$ cat src/rtl/jesd204_pkg.sv
// Shared constants and types for the JESD204B single-lane receiver.
// Control characters, link state encoding and ILAS configuration size.
package jesd204_pkg;

   localparam logic [7:0] K_CHAR = 8'hBC;
   localparam logic [7:0] R_CHAR = 8'h1C;
   localparam logic [7:0] A_CHAR = 8'h7C;
   localparam logic [7:0] Q_CHAR = 8'h9C;
   localparam logic [7:0] F_CHAR = 8'hFC;

   localparam int ILAS_OCTETS = 14;

   typedef enum logic [1:0] {
      ST_CGS  = 2'd0,
      ST_ILAS = 2'd1,
      ST_DATA = 2'd2
   } link_state_t;

endpackage

$ cat src/rtl/jesd204_rx_char_replace.sv
// DATA-state octet3 character replacement and per-word error flag.
// prev_oct holds the last delivered octet3 and is zero outside DATA.
module jesd204_rx_char_replace
   import jesd204_pkg::*;
(
   input  logic        clk,
   input  logic        rst,
   input  logic        active,
   input  logic        last_word,
   input  logic [31:0] data_in,
   input  logic [3:0]  charisk,
   input  logic [3:0]  disperr,
   input  logic [3:0]  notintable,
   output logic [31:0] frame_out,
   output logic        word_err
);

   logic [7:0] prev_oct_reg;
   logic [7:0] oct3;
   logic       is_a;
   logic       is_f;
   logic       replace;

   assign oct3    = data_in[31:24];
   assign is_a    = charisk[3] && (oct3 == A_CHAR);
   assign is_f    = charisk[3] && (oct3 == F_CHAR);
   assign replace = last_word ? is_a : is_f;

   assign frame_out = {(replace ? prev_oct_reg : oct3), data_in[23:0]};

   // Any K on octet3 that is not the legal replacement character is an error.
   assign word_err = (|disperr) || (|notintable) || (|charisk[2:0])
                     || (charisk[3] && !replace);

   always_ff @(posedge clk or posedge rst) begin
      if (rst) begin
         prev_oct_reg <= 8'h00;
      end else if (!active) begin
         prev_oct_reg <= 8'h00;
      end else begin
         prev_oct_reg <= frame_out[31:24];
      end
   end

endmodule

$ cat src/rtl/jesd204_rx_lane.sv
// Single-lane JESD204B link-layer receiver: CGS / ILAS / DATA state machine,
// SYNC~ handshake, ILAS config capture and error accounting.
module jesd204_rx_lane
   import jesd204_pkg::*;
#(
   parameter int K_FRAMES   = 32,
   parameter int CGS_K_MIN  = 4,
   parameter int SYNC_MIN   = 8,
   parameter int ERR_THRESH = 8
) (
   input  logic         clk_user_bufg,
   input  logic         rst_glb,
   input  logic         rst_sync,
   input  logic [31:0]  rx_data,
   input  logic [3:0]   rx_charisk,
   input  logic [3:0]   rx_disperr,
   input  logic [3:0]   rx_notintable,
   output logic         sync_n,
   output logic         rx_valid,
   output logic [31:0]  rx_frame,
   output logic [111:0] ilas_cfg,
   output logic         ilas_cfg_valid,
   output logic [1:0]   link_state,
   output logic [7:0]   err_cnt,
   output logic         link_err
);

   localparam logic [4:0] WC_LAST      = 5'(K_FRAMES - 1);
   localparam logic [7:0] K_MIN_L      = 8'(CGS_K_MIN);
   localparam logic [7:0] SYNC_MIN_L   = 8'(SYNC_MIN);
   localparam logic [7:0] ERR_THRESH_L = 8'(ERR_THRESH);

   link_state_t  state_reg, state_next;
   logic [4:0]   wc_reg, wc_next;
   logic [1:0]   mf_reg, mf_next;
   logic [7:0]   k_cnt_reg, k_cnt_next;
   logic [7:0]   sync_cnt_reg, sync_cnt_next;
   logic [7:0]   err_cnt_reg, err_cnt_next;
   logic         sync_n_reg, sync_n_next;
   logic         rx_valid_reg, rx_valid_next;
   logic         cfg_valid_reg, cfg_valid_next;
   logic         link_err_reg, link_err_next;
   logic [31:0]  rx_frame_reg, rx_frame_next;
   logic [111:0] ilas_cfg_reg;

   logic         word_clean, k_word, r_start, last_word, ilas_ok, go_cgs;
   logic [4:0]   wc_inc;
   logic [31:0]  data_frame;
   logic         data_err;
   logic         cfg_capture;
   logic [ILAS_OCTETS-1:0] cfg_en;
   logic [7:0]   cfg_src [ILAS_OCTETS];

   assign word_clean = !(|rx_disperr) && !(|rx_notintable);
   assign k_word     = word_clean && (rx_charisk == 4'hF) && (rx_data == {4{K_CHAR}});
   assign r_start    = word_clean && rx_charisk[0] && (rx_data[7:0] == R_CHAR);
   assign last_word  = (wc_reg == WC_LAST);
   assign wc_inc     = last_word ? 5'd0 : wc_reg + 5'd1;

   assign ilas_ok = word_clean
      && ((wc_reg != 5'd0) || (rx_charisk[0] && rx_data[7:0] == R_CHAR))
      && ((wc_reg != 5'd0) || (mf_reg != 2'd1) || (rx_charisk[1] && rx_data[15:8] == Q_CHAR))
      && (!last_word || (rx_charisk[3] && rx_data[31:24] == A_CHAR));

   jesd204_rx_char_replace u_char_replace (
      .clk        (clk_user_bufg),
      .rst        (rst_glb),
      .active     (state_reg == ST_DATA),
      .last_word  (last_word),
      .data_in    (rx_data),
      .charisk    (rx_charisk),
      .disperr    (rx_disperr),
      .notintable (rx_notintable),
      .frame_out  (data_frame),
      .word_err   (data_err)
   );

   always_comb begin
      state_next     = state_reg;
      wc_next        = wc_reg;
      mf_next        = mf_reg;
      k_cnt_next     = k_cnt_reg;
      sync_cnt_next  = sync_cnt_reg;
      err_cnt_next   = err_cnt_reg;
      sync_n_next    = sync_n_reg;
      rx_valid_next  = rx_valid_reg;
      rx_frame_next  = rx_frame_reg;
      cfg_valid_next = cfg_valid_reg;
      link_err_next  = 1'b0;
      go_cgs         = 1'b0;

      if (rst_sync) begin
         go_cgs = 1'b1;
      end else begin
         case (state_reg)
            ST_CGS: begin
               sync_cnt_next = (sync_cnt_reg == 8'hFF) ? sync_cnt_reg : sync_cnt_reg + 8'd1;
               if (sync_n_reg && r_start) begin
                  // The /R/ word itself is word 0 of multiframe 0.
                  state_next = ST_ILAS;
                  wc_next    = 5'd1;
                  mf_next    = 2'd0;
               end else if (k_word) begin
                  k_cnt_next = (k_cnt_reg == 8'hFF) ? k_cnt_reg : k_cnt_reg + 8'd1;
                  if (k_cnt_next >= K_MIN_L && sync_cnt_next >= SYNC_MIN_L) begin
                     sync_n_next = 1'b1;
                  end
               end else begin
                  k_cnt_next = 8'd0;
                  if (sync_n_reg) begin
                     sync_n_next   = 1'b0;
                     sync_cnt_next = 8'd0;
                  end
               end
            end
            ST_ILAS: begin
               if (!ilas_ok) begin
                  link_err_next = 1'b1;
                  go_cgs        = 1'b1;
               end else begin
                  wc_next = wc_inc;
                  if (last_word) begin
                     mf_next = mf_reg + 2'd1;
                     if (mf_reg == 2'd1) begin
                        cfg_valid_next = 1'b1;
                     end
                     if (mf_reg == 2'd3) begin
                        state_next   = ST_DATA;
                        err_cnt_next = 8'd0;
                     end
                  end
               end
            end
            ST_DATA: begin
               wc_next       = wc_inc;
               rx_valid_next = 1'b1;
               rx_frame_next = data_frame;
               if (data_err) begin
                  link_err_next = 1'b1;
                  err_cnt_next  = (err_cnt_reg == 8'hFF) ? err_cnt_reg : err_cnt_reg + 8'd1;
                  if (err_cnt_next >= ERR_THRESH_L) begin
                     go_cgs = 1'b1;
                  end
               end
            end
            default: go_cgs = 1'b1;
         endcase
      end

      if (go_cgs) begin
         state_next     = ST_CGS;
         sync_n_next    = 1'b0;
         rx_valid_next  = 1'b0;
         cfg_valid_next = 1'b0;
         k_cnt_next     = 8'd0;
         sync_cnt_next  = 8'd0;
         wc_next        = 5'd0;
         mf_next        = 2'd0;
      end
   end

   always_ff @(posedge clk_user_bufg or posedge rst_glb) begin
      if (rst_glb) begin
         state_reg     <= ST_CGS;
         wc_reg        <= 5'd0;
         mf_reg        <= 2'd0;
         k_cnt_reg     <= 8'd0;
         sync_cnt_reg  <= 8'd0;
         err_cnt_reg   <= 8'd0;
         sync_n_reg    <= 1'b0;
         rx_valid_reg  <= 1'b0;
         cfg_valid_reg <= 1'b0;
         link_err_reg  <= 1'b0;
         rx_frame_reg  <= 32'd0;
      end else begin
         state_reg     <= state_next;
         wc_reg        <= wc_next;
         mf_reg        <= mf_next;
         k_cnt_reg     <= k_cnt_next;
         sync_cnt_reg  <= sync_cnt_next;
         err_cnt_reg   <= err_cnt_next;
         sync_n_reg    <= sync_n_next;
         rx_valid_reg  <= rx_valid_next;
         cfg_valid_reg <= cfg_valid_next;
         link_err_reg  <= link_err_next;
         rx_frame_reg  <= rx_frame_next;
      end
   end

   // Config octets 0..1 come from mf1 word0 octets 2..3, the rest from words 1..3.
   assign cfg_capture = (state_reg == ST_ILAS) && (mf_reg == 2'd1) && word_clean && !rst_sync;

   generate
      for (genvar gi = 0; gi < ILAS_OCTETS; gi++) begin : g_cfg
         localparam int SRC_WC  = (gi < 2) ? 0 : ((gi - 2) / 4) + 1;
         localparam int SRC_OCT = (gi < 2) ? gi + 2 : (gi - 2) % 4;
         assign cfg_en[gi]  = cfg_capture && (wc_reg == 5'(SRC_WC));
         assign cfg_src[gi] = rx_data[SRC_OCT*8 +: 8];
      end
   endgenerate

   always_ff @(posedge clk_user_bufg or posedge rst_glb) begin
      if (rst_glb) begin
         ilas_cfg_reg <= '0;
      end else begin
         for (int i = 0; i < ILAS_OCTETS; i++) begin
            if (cfg_en[i]) begin
               ilas_cfg_reg[i*8 +: 8] <= cfg_src[i];
            end
         end
      end
   end

   assign sync_n         = sync_n_reg;
   assign rx_valid       = rx_valid_reg;
   assign rx_frame       = rx_frame_reg;
   assign ilas_cfg       = ilas_cfg_reg;
   assign ilas_cfg_valid = cfg_valid_reg;
   assign link_state     = state_reg;
   assign err_cnt        = err_cnt_reg;
   assign link_err       = link_err_reg;

endmodule

$ cat config.mk
export PLATFORM = sky130hd
export DESIGN_NAME = jesd204_rx_lane
export DESIGN_NICKNAME = d
export VERILOG_FILES = /design/src/rtl/jesd204_pkg.sv /design/src/rtl/jesd204_rx_char_replace.sv /design/src/rtl/jesd204_rx_lane.sv
export SDC_FILE = /design/constraint.sdc
export NUM_CORES = 1
export LEC_CHECK = 0
export ABC_AREA = 0
export BUFFER_PORTS_ARGS = -buffer_cell sky130_fd_sc_hd__buf_2
export CORE_ASPECT_RATIO = 1.1
export CORE_MARGIN = 10
export CORE_UTILIZATION = 53
export DETAILED_ROUTE_END_ITERATION = 10
export PLACE_DENSITY_LB_ADDON = 0.25
export SYNTH_ARGS = -nofsm -noshare
export SYNTH_HDL_FRONTEND = slang
export SYNTH_SLANG_ARGS = --single-unit
$ cat constraint.sdc
create_clock -name clk_user_bufg -period 5.8 [get_ports clk_user_bufg]
set_input_delay 0 -clock clk_user_bufg [delete_from_list [all_inputs] [get_ports clk_user_bufg]]
set_output_delay 0 -clock clk_user_bufg [all_outputs]
set_load 0.01 [all_outputs]
==> results of run 1 <==
-- cells in the mapped netlist, drive strengths merged, types with 5 or more instances --
| library cell | count | share of area [%] |
|---|---|---|
| inv | 18 | 0.81 |
| nand4 | 6 | 0.53 |
| nand2 | 35 | 1.6 |
| and3 | 8 | 0.60 |
| a31oi | 9 | 0.68 |
| nor3 | 10 | 0.60 |
| dfrtp | 189 | 57 |
| nand2b | 5 | 0.38 |
| o21ai | 29 | 1.8 |
| nor4 | 8 | 1.1 |
| nand4b | 8 | 0.85 |
| mux2 | 136 | 18 |
| mux2i | 7 | 0.85 |
| buf | 16 | 1.0 |
| a21oi | 37 | 2.2 |
| nor2 | 35 | 1.6 |
| nand3 | 23 | 1.4 |
| clkbuf | 13 | 0.59 |
| ha | 14 | 2.1 |
-- cell families (layout without fill, tap and decap cells) --
family                     after synthesis  count (layout)  synth area share [%]
adders and majority gates               14              14                 2.113
DFF                                    189             189                 57.05
and+or+nand+nor                        162             162                 11.05
muxes                                  143             143                 19.32
xor gates and xnor gates                 3               3                0.3170
buffers and inverters                   47             292                 2.430
AOI/OAI and AO/OA                      107             107                 7.727
-- through the flow --
stage                     hold slack, ns  area (um2)  setup WS [ns]  instances  util (%)
final                            0.03911       10400          2.663       1106     68.52
after global routing             0.03256       10400          2.455       1106     68.52
after CTS                        0.01521       10400          2.708       1106     68.52
after detailed placement          0.2999        9468          2.776       1041     62.40
after global placement            0.2916        9468          2.883       1041     62.40
after floorplan                   0.1343        8290         0.6579        665         -
-- layer usage --
metal	up-vias	global-route usage, %	part of all wire (%)
li1	2882	-	-
met1	3194	23.08	37
met2	228	37.57	52
met3	42	7.329	7.9
met4	0	8.873	3.0
met5	-	0	0
-- power by group through the flow --
stage | registers [mW] | logic, mW | clock network [mW]
CTS | 1.35 | 0.173 | 1.20
floorplan | 1.38 | 0.0784 | 0
global route | 1.36 | 0.189 | 1.26
finish | 1.36 | 0.171 | 1.19
global placement | 1.38 | 0.150 | 0
detailed placement | 1.38 | 0.154 | 0
-- worst max-delay path, stage by stage (launching register included) --
cell and delay, ns:
dfrtp_1 0.43, ha_1 0.26, and3_1 0.16, ha_1 0.31
xnor2_1 0.19, o31a_1 0.32, o21ai_0 0.21, nand2b_1 0.16
nand3_2 0.51, a311oi_1 0.47
-- final cells by class --
type	count	area [um2]	share of cell area, %
Timing Repair Buffer	242	1389	13.36
Tap cell	196	245.2	2.359
Multi-Input combinational cell	429	3362	32.34
Clock inverter	12	161.4	1.553
Inverter	18	72.57	0.6980
Sequential cell	189	4730	45.49
Clock buffer	20	436.7	4.200
-- worst min-delay path by stage --
stage	slack [ns]	endpoint
after floorplan	0.13	u_char_replace.prev_oct_reg[0]$_DFF_PP0_
after global placement	0.29	ilas_cfg[62]$_DFFE_PP0P_
after detailed placement	0.30	ilas_cfg[50]$_DFFE_PP0P_
after CTS	0.02	ilas_cfg[47]$_DFFE_PP0P_
after global routing	0.03	ilas_cfg[47]$_DFFE_PP0P_
final	0.04	ilas_cfg[111]$_DFFE_PP0P_
-- timing repair --
item,CTS,global route
endpoints found under the hold margin,263,0
gates resized for setup,0,0
hold buffers,33,0
endpoints found under the setup margin,0,0
==> out/metrics.csv, run 1 <==
stage;metric;value;unit
finish;largest_register_ffs;112;
pwr;power.total;2.719;mW
finish;layout_commonest_cell;buf_2;
critical_path;worstSetupStartpoint;wc_reg[0]$_DFFE_PP0P_;
timing;maxClockFrequency;318.8;MHz
timing;post-route-period-util;54.08;%
pwr;switching_power;0.6412;mW
detailed_routing;drc_errors;0;
global_routing;grt_pass1_wl;35890;um
critical_path;cp_max_fo;28;
yosys;ys_seq_area_share;57.05;%
floorplan;die_h;151.2;um
clocking;cts_tree;built;
floorplan;pin_count;205;
clocking;cts.reportedPaths.clkPinSlew;0.07;ns
clocking;h-tree-depth;4;
critical_path;crit_arrival;3.45;ns
finish;fin_nets;958;
global_routing;grtUsageTotal;21.34;%
place;gp_congestion;0.8568;
pwr;seqPwrFrac;49.8;%
finish;area_growth;25.40;%
floorplan;initial_core_util;54.64;%
timing;tightestPinTransition;1.077;ns
detailed_routing;routed_via_density;5.738;
run;cap_violations;0;
yosys;async_reset_ff_share;100.0;%
critical_path;ff2ff_setup_slack;2.66;ns
critical_path;cp.required;6.11;ns
detailed_routing;firstDrtPassIters;5;
finish;antenna_cells;0;
clocking;clkSinkCount;189;
critical_path;reg2reg_from;wc_reg[0]$_DFFE_PP0P_;
hold_path;hold_class;primary input to register;
detailed_routing;wl_per_cell;20.80;um
floorplan;die-area;0.02105;mm2
clocking;clkLatencyLatePin;0.43;ns
timing;drv_slew;0;
critical_path;reg2reg_to;sync_cnt_reg[4]$_DFFE_PP0P_;
floorplan;fp-row-count;47;
pwr;power_leakage;5.602;nW
timing;setup_viol;0;
timing;slew_headroom;28.20;%
clocking;numCtsBuffers;17;
detailed_routing;drt_wl_total;23000;um
detailed_routing;first_iter_violations;537;
pwr;power.internal;2.077;mW
yosys;syn_inst;665;
global_routing;grt_pass1_vias;6610;
floorplan;core_area;0.01517;mm2
clocking;cts_buffer_depth;2;
detailed_routing;postRouteAntennaNets;0;
clocking;cts_root_buf;clkbuf_16;
place;port_buffers;204;
timing;setup_tns;0;ns
finish;fillers;1101;
hold_path;hp-start;rx_data[31];
pwr;swShare;23.59;%
global_routing;antenna_found_initial;0;
timing;hold_viol;0;
pwr;p_per_area;261.5;mW/mm2
timing;rsz0062_at_grt;no;
yosys;ys_types;54;
critical_path;endpoint_kind;register;
place;place_hpwl;16060;um
run_status;outcome;complete, no violations;
pwr;pwr-share-clk;43.9;%
critical_path;cp-start-kind;register;
pwr;irDropWorstVdd;0.1831;mV
critical_path;cp-endpoint;sync_cnt_reg[4]$_DFFE_PP0P_;
timing;layout_min_cycle_time;3.137;ns
timing;skew;0.007707;ns
yosys;synth_area_per_cell;12.47;um2
clocking;postCtsSetupBuffers;0;
yosys;synth_edf_count;0;
yosys;yosys_warnings;0;
global_routing;grt_max_degree;127;
global_routing;grt_overflow;0;
floorplan;die_x;139.3;um
hold_path;hold_path_depth;2;
detailed_routing;via_count;6346;
finish;layout_common_cells;204 x buf_2, 189 x dfrtp_1, 136 x mux2_2;
finish;drive_gt1_share;42.31;%
yosys;syn_area;0.008290;mm2
critical_path;crit_type;register to register;
pwr;comb_power_share;6.3;%
yosys;synth_seq_cells;189;
critical_path;r2r_cells;9;
yosys;synth_ff_type;dfrtp_1;
yosys;synth_nets;726;
Note: power is estimated with default switching activity, not from simulation.
==> inputs of run 2 (changes only) <==
CORE_UTILIZATION = 48   (was 53)
clock period = 2.7 ns   (was 5.8 ns; I/O delays follow)
==> run 2 against run 1 <==
Design area rose by 2.6%. Sequential share of layout area is 1.1 points lower. Worst setup slack worse by 2.5 ns. Global-route usage down 1.2 points. Combinational power grew 130%. Critical path depth up 1. Count of clock-buffer cells in the layout decreased by 3. Non-clock buffer count increased by 20. First-iteration DRC count decreased by 28%. Largest cell class unchanged. Largest power group unchanged.
==> out/metrics.csv, run 2 (same netlist as run 1, synthesis figures left out) <==
stage;metric;value;unit;change
global_routing;antenna_found_initial;0;;unchanged
pwr;p_per_area;544.4;mW/mm2;+110%
place;gp_congestion;0.8870;;+3.5%
hold_path;hold_class;primary input to register;;
floorplan;die-area;0.02293;mm2;+8.9%
critical_path;path_buf_inv;1;;+1
clocking;clkLatencyLatePin;0.44;ns;about the same
pwr;switching_power;1.545;mW;+140%
timing;tightestPinTransition;0.7283;ns;-0.3488 ns
detailed_routing;first_iter_violations;387;;-28%
global_routing;busiest_layer;met2;;
pwr;comb_power_share;6.8;%;+0.5 points
global_routing;grt_pass1_vias;6672;;+0.94%
global_routing;grtUsageMet2;35.43;%;-2.1 points
finish;design_area;0.01067;mm2;+2.6%
timing;layout_min_cycle_time;2.500;ns;-0.6363 ns
critical_path;cp_top_family;compound AO/OA/AOI/OAI gates;;
timing;skew;0.008600;ns;+0.0008928 ns
global_routing;met3_usage;6.254;%;-1.1 points
floorplan;pin_count;205;;unchanged
detailed_routing;routed_via_density;5.430;;-5.4%
finish;largest_register_ffs;112;;unchanged
critical_path;critPathSlowestCell;dfrtp_1;;
critical_path;max_stage_delay;0.39;ns;-0.12 ns
pwr;power_leakage;5.719;nW;+2.1%
clocking;cts_buffer_depth;2;;unchanged
timing;rsz0062_at_grt;no;;
timing;drv_slew;0;;unchanged
timing;setup_viol;0;;unchanged
clocking;cts_root_buf;clkbuf_16;;
critical_path;crit_arrival;2.84;ns;-0.61 ns
clocking;cts.reportedPaths.clkPinSlew;0.07;ns;about the same
clocking;clkSinkCount;189;;unchanged
global_routing;grt_overflow;0;;unchanged
place;place_hpwl;16880;um;+5.1%
critical_path;cp_max_fo;17;;-39%
detailed_routing;drc_errors;0;;unchanged
floorplan;core_area;0.01702;mm2;+12%
run_status;outcome;complete, no violations;;
finish;area_growth;28.64;%;
pwr;swShare;26.61;%;+3.0 points
detailed_routing;wl_per_cell;19.96;um;-4.0%
place;place_area;0.009729;mm2;+2.8%
timing;hold_viol;0;;unchanged
pwr;irDropWorstVdd;0.4651;mV;+150%
pwr;pwr-share-clk;43.1;%;-0.8 points
timing;setup_tns;0;ns;unchanged
critical_path;cp.required;3.04;ns;-3.07 ns
run;cap_violations;0;;unchanged
clocking;postCtsSetupBuffers;0;;unchanged
global_routing;grt_pass1_wl;36910;um;+2.8%
pwr;power.internal;4.261;mW;+110%
finish;fin_nets;978;;+2.1%
critical_path;endpoint_kind;register;;
clocking;cts_tree;built;;
floorplan;initial_core_util;48.72;%;-5.9 points
global_routing;grtUsageTotal;20.17;%;-1.2 points
detailed_routing;drt_wl_total;23260;um;+1.1%
critical_path;crit_type;register to register;;
clocking;h-tree-depth;4;;unchanged
critical_path;path_cells;ha_1 > and3_1 > ha_1 > xnor2_1 > o31a_1 > o21ai_1 > nand2b_1 > nand3_2 > buf_4 > a211oi_1;;
finish;drive_gt1_share;44.19;%;+1.9 points
clocking;numCtsBuffers;17;;unchanged
floorplan;die_h;157.8;um;+4.4%
floorplan;die_x;145.3;um;+4.3%
finish;layout_commonest_cell;buf_2;;
critical_path;cp-start-kind;register;;
finish;layout_common_cells;204 x buf_2, 189 x dfrtp_1, 136 x mux2_2;;
global_routing;met1_usage;22.63;%;-0.45 points
timing;post-route-period-util;92.61;%;+39 points
pwr;seqPwrFrac;50.1;%;+0.3 points
place;port_buffers;204;;unchanged
detailed_routing;firstDrtPassIters;5;;unchanged
global_routing;grt_max_degree;53;;-58%
timing;slew_headroom;51.35;%;+23 points
critical_path;cp_common_cell;ha_1;;
timing;maxClockFrequency;399.9;MHz;+25%
detailed_routing;via_count;6326;;-0.32%
floorplan;fp-row-count;50;;+6.4%
detailed_routing;postRouteAntennaNets;0;;unchanged
-- run 2: power groups by stage --
stage,sequential (mW),combinational [mW],clock (mW)
5_1_grt,2.91,0.442,2.66
4_1_cts,2.91,0.399,2.54
2_1_floorplan,2.96,0.169,0
3_5_place_dp,2.96,0.360,0
3_3_place_gp,2.96,0.357,0
6_report,2.91,0.397,2.50
-- run 2: layer usage --
layer / routed length (um) / up-vias / share of wire, %
met3: 1437 / 34 / 6.2
met4: 594 / 0 / 2.6
met5: 0 / - / 0
li1: - / 2933 / -
met1: 9148 / 3177 / 39
met2: 12080 / 182 / 52
-- run 2: worst reg2reg max path, stage by stage (launching register included) --
cell	delay, ns
dfrtp_1	0.39
ha_1	0.24
and3_1	0.16
ha_1	0.22
xnor2_1	0.15
o31a_1	0.33
o21ai_1	0.17
nand2b_1	0.15
nand3_2	0.15
buf_4	0.25
a211oi_1	0.20
-- run 2: area by class of cell --
type	instances	area [um2]
fill	1375	6351
sequential	189	4730
multi-input combinational	429	3373
timing repair buffer	262	1602
clock buffer	17	425.4
tap	234	292.8
clock inverter	15	168.9
inverter	18	71.32
antenna	1	2.502
-- run 2: final timing paths --
| check | endpoint | slack [ns] | from | cells past startpoint |
|---|---|---|---|---|
| max | wc_reg[0]$_DFFE_PP0P_ | 0.20 | wc_reg[0]$_DFFE_PP0P_ | 10 |
| min | ilas_cfg[111]$_DFFE_PP0P_ | 0.07 | rx_data[31] | 3 |
| max reg2reg | wc_reg[0]$_DFFE_PP0P_ | 0.20 | wc_reg[0]$_DFFE_PP0P_ | 10 |
| min reg2reg | rx_frame[30]$_DFFE_PP0P_ | 0.48 | rx_frame[30]$_DFFE_PP0P_ | 2 |
| max in group asynchronous | ilas_cfg[98]$_DFFE_PP0P_ | 1.70 | rst_glb | 4 |
| min in group asynchronous | ilas_cfg[58]$_DFFE_PP0P_ | 0.24 | rst_glb | 3 |
-- run 2: per-stage QoR --
step | util [%] | hold WS (ns) | power [mW] | worst slack [ns] | instances
floorplan | - | 0.1343 | 3.134 | 0.2655 | 665
global placement | 57.18 | 0.1512 | 3.319 | 0.1388 | 1099
detailed placement | 57.18 | 0.1563 | 3.323 | 0.09426 | 1099
CTS | 62.61 | 0.05090 | 5.845 | 0.04286 | 1164
global route | 62.66 | 0.05354 | 6.017 | 0.04754 | 1164
finish | 62.68 | 0.06958 | 5.806 | 0.1997 | 1165
-- run 2: what timing repair did --
action                     CTS  global route
hold endpoints to repair   174             0
hold buffers                33             0
setup endpoints to repair    0            11
gates resized for setup      0             3
